## src/rtl/wb_arbiter2.sv

```systemverilog
// Two-master, one-slave Wishbone classic arbiter with per-transfer round-robin grant.
// Optional slave-ack watchdog is enabled by defining WB_ARB_TIMEOUT_EN.
module wb_arbiter2 #(
    parameter int AW      = 16,
    parameter int DW      = 16,
    parameter int TIMEOUT = 255
) (
    input  logic          clk,
    input  logic          reset_n,
    input  logic          m0_cyc,
    input  logic          m0_stb,
    input  logic          m0_we,
    input  logic [AW-1:0] m0_adr,
    input  logic [DW-1:0] m0_dat_o,
    output logic [DW-1:0] m0_dat_i,
    output logic          m0_ack,
    input  logic          m1_cyc,
    input  logic          m1_stb,
    input  logic          m1_we,
    input  logic [AW-1:0] m1_adr,
    input  logic [DW-1:0] m1_dat_o,
    output logic [DW-1:0] m1_dat_i,
    output logic          m1_ack,
    output logic          s_cyc,
    output logic          s_stb,
    output logic          s_we,
    output logic [AW-1:0] s_adr,
    output logic [DW-1:0] s_dat_o,
    input  logic [DW-1:0] s_dat_i,
    input  logic          s_ack,
    output logic [1:0]    gnt,
    output logic          timeout
);

    // State encoding doubles as the one-hot grant vector.
    typedef enum logic [1:0] {
        IDLE = 2'b00,
        GNT0 = 2'b01,
        GNT1 = 2'b10
    } state_e;

    state_e state_q, state_d;
    logic   last_q, last_d;
    logic   m0_req, m1_req;
    logic   g0, g1;
    logic   to_hit;
    logic   done;

    if (TIMEOUT < 2) begin : g_bad_timeout
        $error("wb_arbiter2: TIMEOUT must be >= 2");
    end

    assign m0_req = m0_cyc & m0_stb;
    assign m1_req = m1_cyc & m1_stb;
    assign g0     = (state_q == GNT0);
    assign g1     = (state_q == GNT1);
    assign gnt    = state_q;

`ifdef WB_ARB_TIMEOUT_EN
    logic [15:0] cnt_q, cnt_d;

    assign to_hit = ((g0 & m0_cyc) | (g1 & m1_cyc)) & (cnt_q == 16'(TIMEOUT - 1));

    always_comb begin
        cnt_d = cnt_q + 16'd1;
        if ((state_d != state_q) || s_ack || to_hit || (state_q == IDLE)) begin
            cnt_d = '0;
        end
    end

    always_ff @(posedge clk) begin
        if (!reset_n) begin
            cnt_q <= '0;
        end else begin
            cnt_q <= cnt_d;
        end
    end
`else
    assign to_hit = 1'b0;
`endif

    assign timeout = to_hit;
    assign done    = s_ack | to_hit;

    // Slave side sees only the granted master; everything is zero while idle.
    always_comb begin
        s_cyc   = 1'b0;
        s_stb   = 1'b0;
        s_we    = 1'b0;
        s_adr   = '0;
        s_dat_o = '0;
        if (g0) begin
            s_cyc   = m0_cyc;
            s_stb   = m0_stb;
            s_we    = m0_we;
            s_adr   = m0_adr;
            s_dat_o = m0_dat_o;
        end else if (g1) begin
            s_cyc   = m1_cyc;
            s_stb   = m1_stb;
            s_we    = m1_we;
            s_adr   = m1_adr;
            s_dat_o = m1_dat_o;
        end
    end

    // An ack reaches a master only while it is granted and still holds cyc.
    assign m0_ack   = g0 & m0_cyc & done;
    assign m1_ack   = g1 & m1_cyc & done;
    assign m0_dat_i = (g0 & to_hit) ? '0 : s_dat_i;
    assign m1_dat_i = (g1 & to_hit) ? '0 : s_dat_i;

    always_comb begin
        state_d = state_q;
        last_d  = last_q;
        case (state_q)
            IDLE: begin
                if (m0_req && (!m1_req || last_q)) begin
                    state_d = GNT0;
                end else if (m1_req) begin
                    state_d = GNT1;
                end
            end
            GNT0: begin
                if (!m0_cyc) begin
                    state_d = IDLE;
                end else if (done) begin
                    last_d = 1'b0;
                    if (m1_req) begin
                        state_d = GNT1;
                    end else if (!m0_req) begin
                        state_d = IDLE;
                    end
                end
            end
            GNT1: begin
                if (!m1_cyc) begin
                    state_d = IDLE;
                end else if (done) begin
                    last_d = 1'b1;
                    if (m0_req) begin
                        state_d = GNT0;
                    end else if (!m1_req) begin
                        state_d = IDLE;
                    end
                end
            end
            default: state_d = IDLE;
        endcase
    end

    always_ff @(posedge clk) begin
        if (!reset_n) begin
            state_q <= IDLE;
            last_q  <= 1'b1;
        end else begin
            state_q <= state_d;
            last_q  <= last_d;
        end
    end

endmodule
```

## config.mk

```make
export PLATFORM = sky130hd
export DESIGN_NAME = wb_arbiter2
export DESIGN_NICKNAME = d
export VERILOG_FILES = /design/src/rtl/wb_arbiter2.sv
export SDC_FILE = /design/constraint.sdc
export NUM_CORES = 1
export LEC_CHECK = 0
export BUFFER_PORTS_ARGS = -buffer_cell sky130_fd_sc_hd__buf_2
export CORE_AREA = 5 5 62 64
export DETAILED_ROUTE_END_ITERATION = 10
export DIE_AREA = 0 0 67 69
export HOLD_SLACK_MARGIN = 0.15
export PLACE_DENSITY_LB_ADDON = 0.08
export SLEW_MARGIN = 0
export SYNTH_ARGS = -nofsm -noshare
export SYNTH_HDL_FRONTEND = slang
export SYNTH_SLANG_ARGS = --single-unit
```

## constraint.sdc

```tcl
create_clock -name clk -period 1.8 [get_ports clk]
set_input_delay 0.09 -clock clk [delete_from_list [all_inputs] [get_ports clk]]
set_output_delay 0.09 -clock clk [all_outputs]
set_load 0.01 [all_outputs]
```

* Word-level counts from Yosys, hierarchy flattened
Index checks and enable logic that the tools add are counted.
** Cells by class
- Equality and inequality tests :: 11
- Muxes and demuxes :: 26
- Bitwise operators :: 6
- Reduce and logical (&&, ||, !) cells :: 7
** Operators by type and width (count)
- $mux W16 :: 4
- $mux W2 :: 10
- $mux W1 :: 10
- $reduce_and A5 Y1 :: 2
- $ne A3 B3 Y1 const B :: 3
- $ne A2 B2 Y1 const B :: 4
- $ne A4 B4 Y1 const B :: 2
- $and A1 B1 Y1 :: 6
- $pmux W2 S3 :: 1
- $eq A2 B1 Y1 const B :: 1
- $eq A2 B2 Y1 const B :: 1
- $logic_not A2 Y1 :: 1
- $pmux W1 S2 :: 1
- $reduce_bool A2 Y1 :: 1
- $logic_and A1 B1 Y1 :: 1
- $logic_not A1 Y1 :: 1
- $logic_or A1 B1 Y1 :: 1
** Storage, ports and cells
- Bits in registers :: 3
- Input port bits :: 89
- Output and inout bits :: 72
- Word-level logic and storage cells :: 52

* Logic depth before layout (Yosys ltp)
- Depth after elaboration :: 6
- Depth in mapped cells :: 6
- Depth with buffers taken out :: 4

* Worst setup path after synthesis
Ideal clock, no wire load.
- Path kind :: reg-to-reg
- Start :: register state_q[1], in the netlist gnt[1]
- End :: register state_q[0], in the netlist gnt[0]
- Library setup time :: 0.072 ns
- Arrival :: 1.187 ns
- Required time :: 1.728 ns
- Setup slack :: 0.541 ns
- Stages on the path, launching flop included :: 7
- Buffers on the path :: 2
- Period minus slack after synthesis :: 1.259 ns
- Cells stage by stage :: dfxtp_1 buf_6 nor2b_4 buf_6 a21oi_2 o22ai_2 mux2i_1
** Between the ends
- Word-level cells in the longest chain between the ends :: 3
- Elaborated cells on any way between the ends :: 10
- Classes of those cells :: eq/ne: 7; mux: 1; reduce/logical: 2
** RTL lines
- start: declaration :: RTL line 42 : state_e state_q, state_d;
- start signal: assignment :: RTL line 157 : state_q <= state_d;
- $eq A2 B2 Y1, or another cell as far along :: RTL line 116 : case (state_q)
- $ne A4 B4 Y1 (no source line) or $ne A3 B3 Y1 (tied branches)
- $reduce_and A5 Y1 (no source line)
Parallel ways exist; a longest one is shown, timed or not.
A chain may end at the register's enable or synchronous reset.

* Worst setup path after layout
- Start :: register state_q[1], in the netlist gnt[1]
- End :: output m1_ack
** Between the ends
- Word-level cells in the longest chain between the ends :: 3
** RTL lines
- $eq A2 B2 Y1 :: RTL line 56 : assign g1 = (state_q == GNT1);
- $and A1 B1 Y1 (2 in a row) :: RTL line 109 : assign m1_ack = g1 & m1_cyc & done;
- end: declaration :: RTL line 23 : output logic m1_ack,
No other way between the ends.

==> reports/qor.txt <==
LEAKAGE = 0.764 nW
WP data arrival = 1.51 ns
GPL Wtd Cong = 0.731
Sequential Area = 60.1 µm²
worst path cell trace = nor2b_4, buf_4, and3_1, buf_2
Crit path buffers/inverters = 2
initial antenna violation count = 0
unrepaired setup endpoints after global routing = false
startpoint types = register
clock sink count = 3
largest net degree at the start of global routing = 19
hold-critical path depth = 0
maximum VDD drop = 0.389 mV
slowest CP cell = dfxtp_1
Clock power frac = 13.5%
Critical R2R Launch = gnt[1]$_SDFFE_PN0P_
Finished Layout Cells = 231
Final Critical Period = 1.60 ns
Levels on crit path = 4
core area = 3230 µm²
total chip power = 0.871 mW
post-synthesis register bit count = 3
WL final = 3380 µm
Min Hold Slack = 0.180 ns
Post-CTS Resized = 0
hpwl dp = 2860 µm
vias in the first global route = 1053
CTS buffer count = 3
Final Setup Violations = 0
critical path endpoint category = output pin
clock root buffer = clkbuf_4
width of the die = 67 µm
Antenna Nets Post-Route = 0
Max Cap Viol = 0
CP delay by family, top = flip-flops
met3 Resource Use GR = 4.87%
PortBufs = 111
Synth cell types = 25
WL/cell = 14.6 µm
Crit Path Max Fanout = 17
Final Instance Area = 1240 µm²
gate count of the mapped netlist = 107
Hold Crit Start = s_dat_i[15]
TritonCTS clock tree = done
Reg2Reg Setup Slack = 0.46 ns
Reg-to-Reg End = gnt[0]$_SDFFE_PN0P_
Slew Viols, Final = 0
Final Hold Viols = 0
Worst EP required = 1.71 ns
Final TNS setup = 0 ns
Int Pwr = 0.497 mW
Max Root-Sink Buffers = 2
worst hold endpoint = m0_dat_i[15]
CP Class = register to output pin
Multi-input gate area = 485 µm²
fmax = 626 MHz
layer with the highest usage = met2
M1 GR Usage = 13.9%
setup repair bufs after CTS = 0
Mapped Area = 860 µm²
final global-route overflow total = 0
status = finished clean
Yosys top cell by area = a22o_1
placed insts = 226
syn_area_per_cell = 8.03 µm²
Die Y = 69 µm
Via Count = 1066
num rows = 21
CP peak stage delay = 0.48 ns
Ports = 161
Seq/Total Area, Yosys = 6.99%
R2R cell count = 4
CTS clk-pin slew, worst paths = 0.04 ns
Total GRT Usage = 13.2%
share of cells above drive strength 1 = 66.5%
clock network latency to the later pin of the worst-skew pair = 0.23 ns
pwr dens = 705 nW/µm²
vias per cell = 4.61
top cell type's share of synthesized area = 34.6%
ant diodes = 0
fin crit share = 88.8%
FILL cells = 353
combinational power share = 75.4%
sequential share of power = 11.2%
global-route wire length before repair = 5000 µm
Syn Nets = 196
die area = 4620 µm²
Layout area overhead = 43.8%
DRC = 0
HP Class = primary input to output pin
Psw = 0.374 mW
Area contributors post-synth = a22o_1 35%, buf_4 29%, dfxtp_1 7.0%, buf_2 4.1%, buf_6 2.6%
met2 Use GR = 23.7%
Hold Buf Count CTS = 1
switching fraction of total power = 43.0%
Initial Utilization = 26.6%
Pre-antenna DRT Iters = 4
dpl cell area = 1200 µm²
synth warn = 0
initial DRC count = 58
Layout Skew = 0.00526 ns
nets@finish = 275
H-tree depth = 1
## cells in the mapped netlist
| library cell | number |
|---|---|
| buf_2 | 7 |
| o31ai_1 | 2 |
| nand4b_1 | 1 |
| nand2b_1 | 1 |
| conb_1 | 1 |
| a21oi_1 | 1 |
| nand3b_1 | 2 |
| buf_6 | 2 |
| dfxtp_1 | 3 |
| inv_1 | 3 |
| a21o_1 | 1 |
| and3_1 | 1 |
| nand2_1 | 3 |
| nor2b_4 | 1 |
| a22o_1 | 34 |
| and2_1 | 1 |
| a21oi_2 | 1 |
| a31oi_1 | 1 |
| mux2i_1 | 2 |
| buf_4 | 33 |
| xnor2_1 | 1 |
| and2b_1 | 1 |
| and3b_2 | 1 |
| o22ai_2 | 1 |
| nor2b_1 | 2 |
## logic make-up (layout without fill, tap and decap cells)
family                    Yosys count  in the layout  share of synthesized area, %
AOI/OAI and AO/OA                  41             41                          41.0
DFF                                 3              3                          6.99
muxes                               2              2                          2.33
xor gates and xnor gates            1              1                          1.02
other                               1              1                         0.436
and+or+nand+nor                    14             14                          11.4
buffers and inverters              45            123                          36.8
## flip-flops by register name, indices dropped and copies added, names as in the netlist
signal,flops
gnt,2
last_q,1
## metrics by stage
stage | utilization, % | setup WS (ns)
4_1_cts | 38.3 | 0.177
6_report | 38.3 | 0.201
3_5_place_dp | 37.1 | 0.454
2_1_floorplan | - | 0.541
5_1_grt | 38.3 | 0.0847
3_3_place_gp | 37.1 | 0.461
## cells in the final DEF (no fill, tap or decap), drive strengths merged, types with 3 or more instances in the layout
cell / synthesis / routed
inv: 3 / 3
nor2b: 3 / 3
a22o: 34 / 34
nand2: 3 / 3
buf: 42 / 115
clkbuf: 0 / 4
dfxtp: 3 / 3
## metal layers
| metal | up-vias | wire length, µm | share of wire (%) |
|---|---|---|---|
| met5 | - | 0 | 0 |
| met2 | 63 | 1680 | 50 |
| met3 | 9 | 438 | 13 |
| met1 | 477 | 1210 | 36 |
| met4 | 0 | 58 | 1.7 |
| li1 | 517 | - | - |
## worst max-delay path by stage
| stage | start | endpoint | slack (ns) |
|---|---|---|---|
| 4_1_cts | gnt[1]$_SDFFE_PN0P_ | m1_ack | 0.18 |
| 3_3_place_gp | gnt[1]$_SDFFE_PN0P_ | s_adr[6] | 0.46 |
| 5_1_grt | gnt[1]$_SDFFE_PN0P_ | m1_ack | 0.08 |
| 3_5_place_dp | gnt[1]$_SDFFE_PN0P_ | m1_ack | 0.45 |
| 6_report | gnt[1]$_SDFFE_PN0P_ | m1_ack | 0.20 |
| 2_1_floorplan | gnt[1]$_SDFFE_PN0P_ | gnt[0]$_SDFFE_PN0P_ | 0.54 |
## final cells by class
type	count	share of cell area (%)
clock buffers	4	2.13
repair buffers	116	48.2
multi-input cells	59	39.3
flip-flops and latches	3	4.86
inverters	3	0.911
well taps	46	4.66
## power by group through the flow
stage	Combinational, mW	Clock, mW	Sequential (mW)
finish	0.657	0.117	0.0972
global route	0.712	0.137	0.100
CTS	0.665	0.125	0.0972
detailed placement	0.663	0	0.0978
global placement	0.665	0	0.0974
floorplan	0.489	0	0.0903
Power figures use the tool's default switching activity.
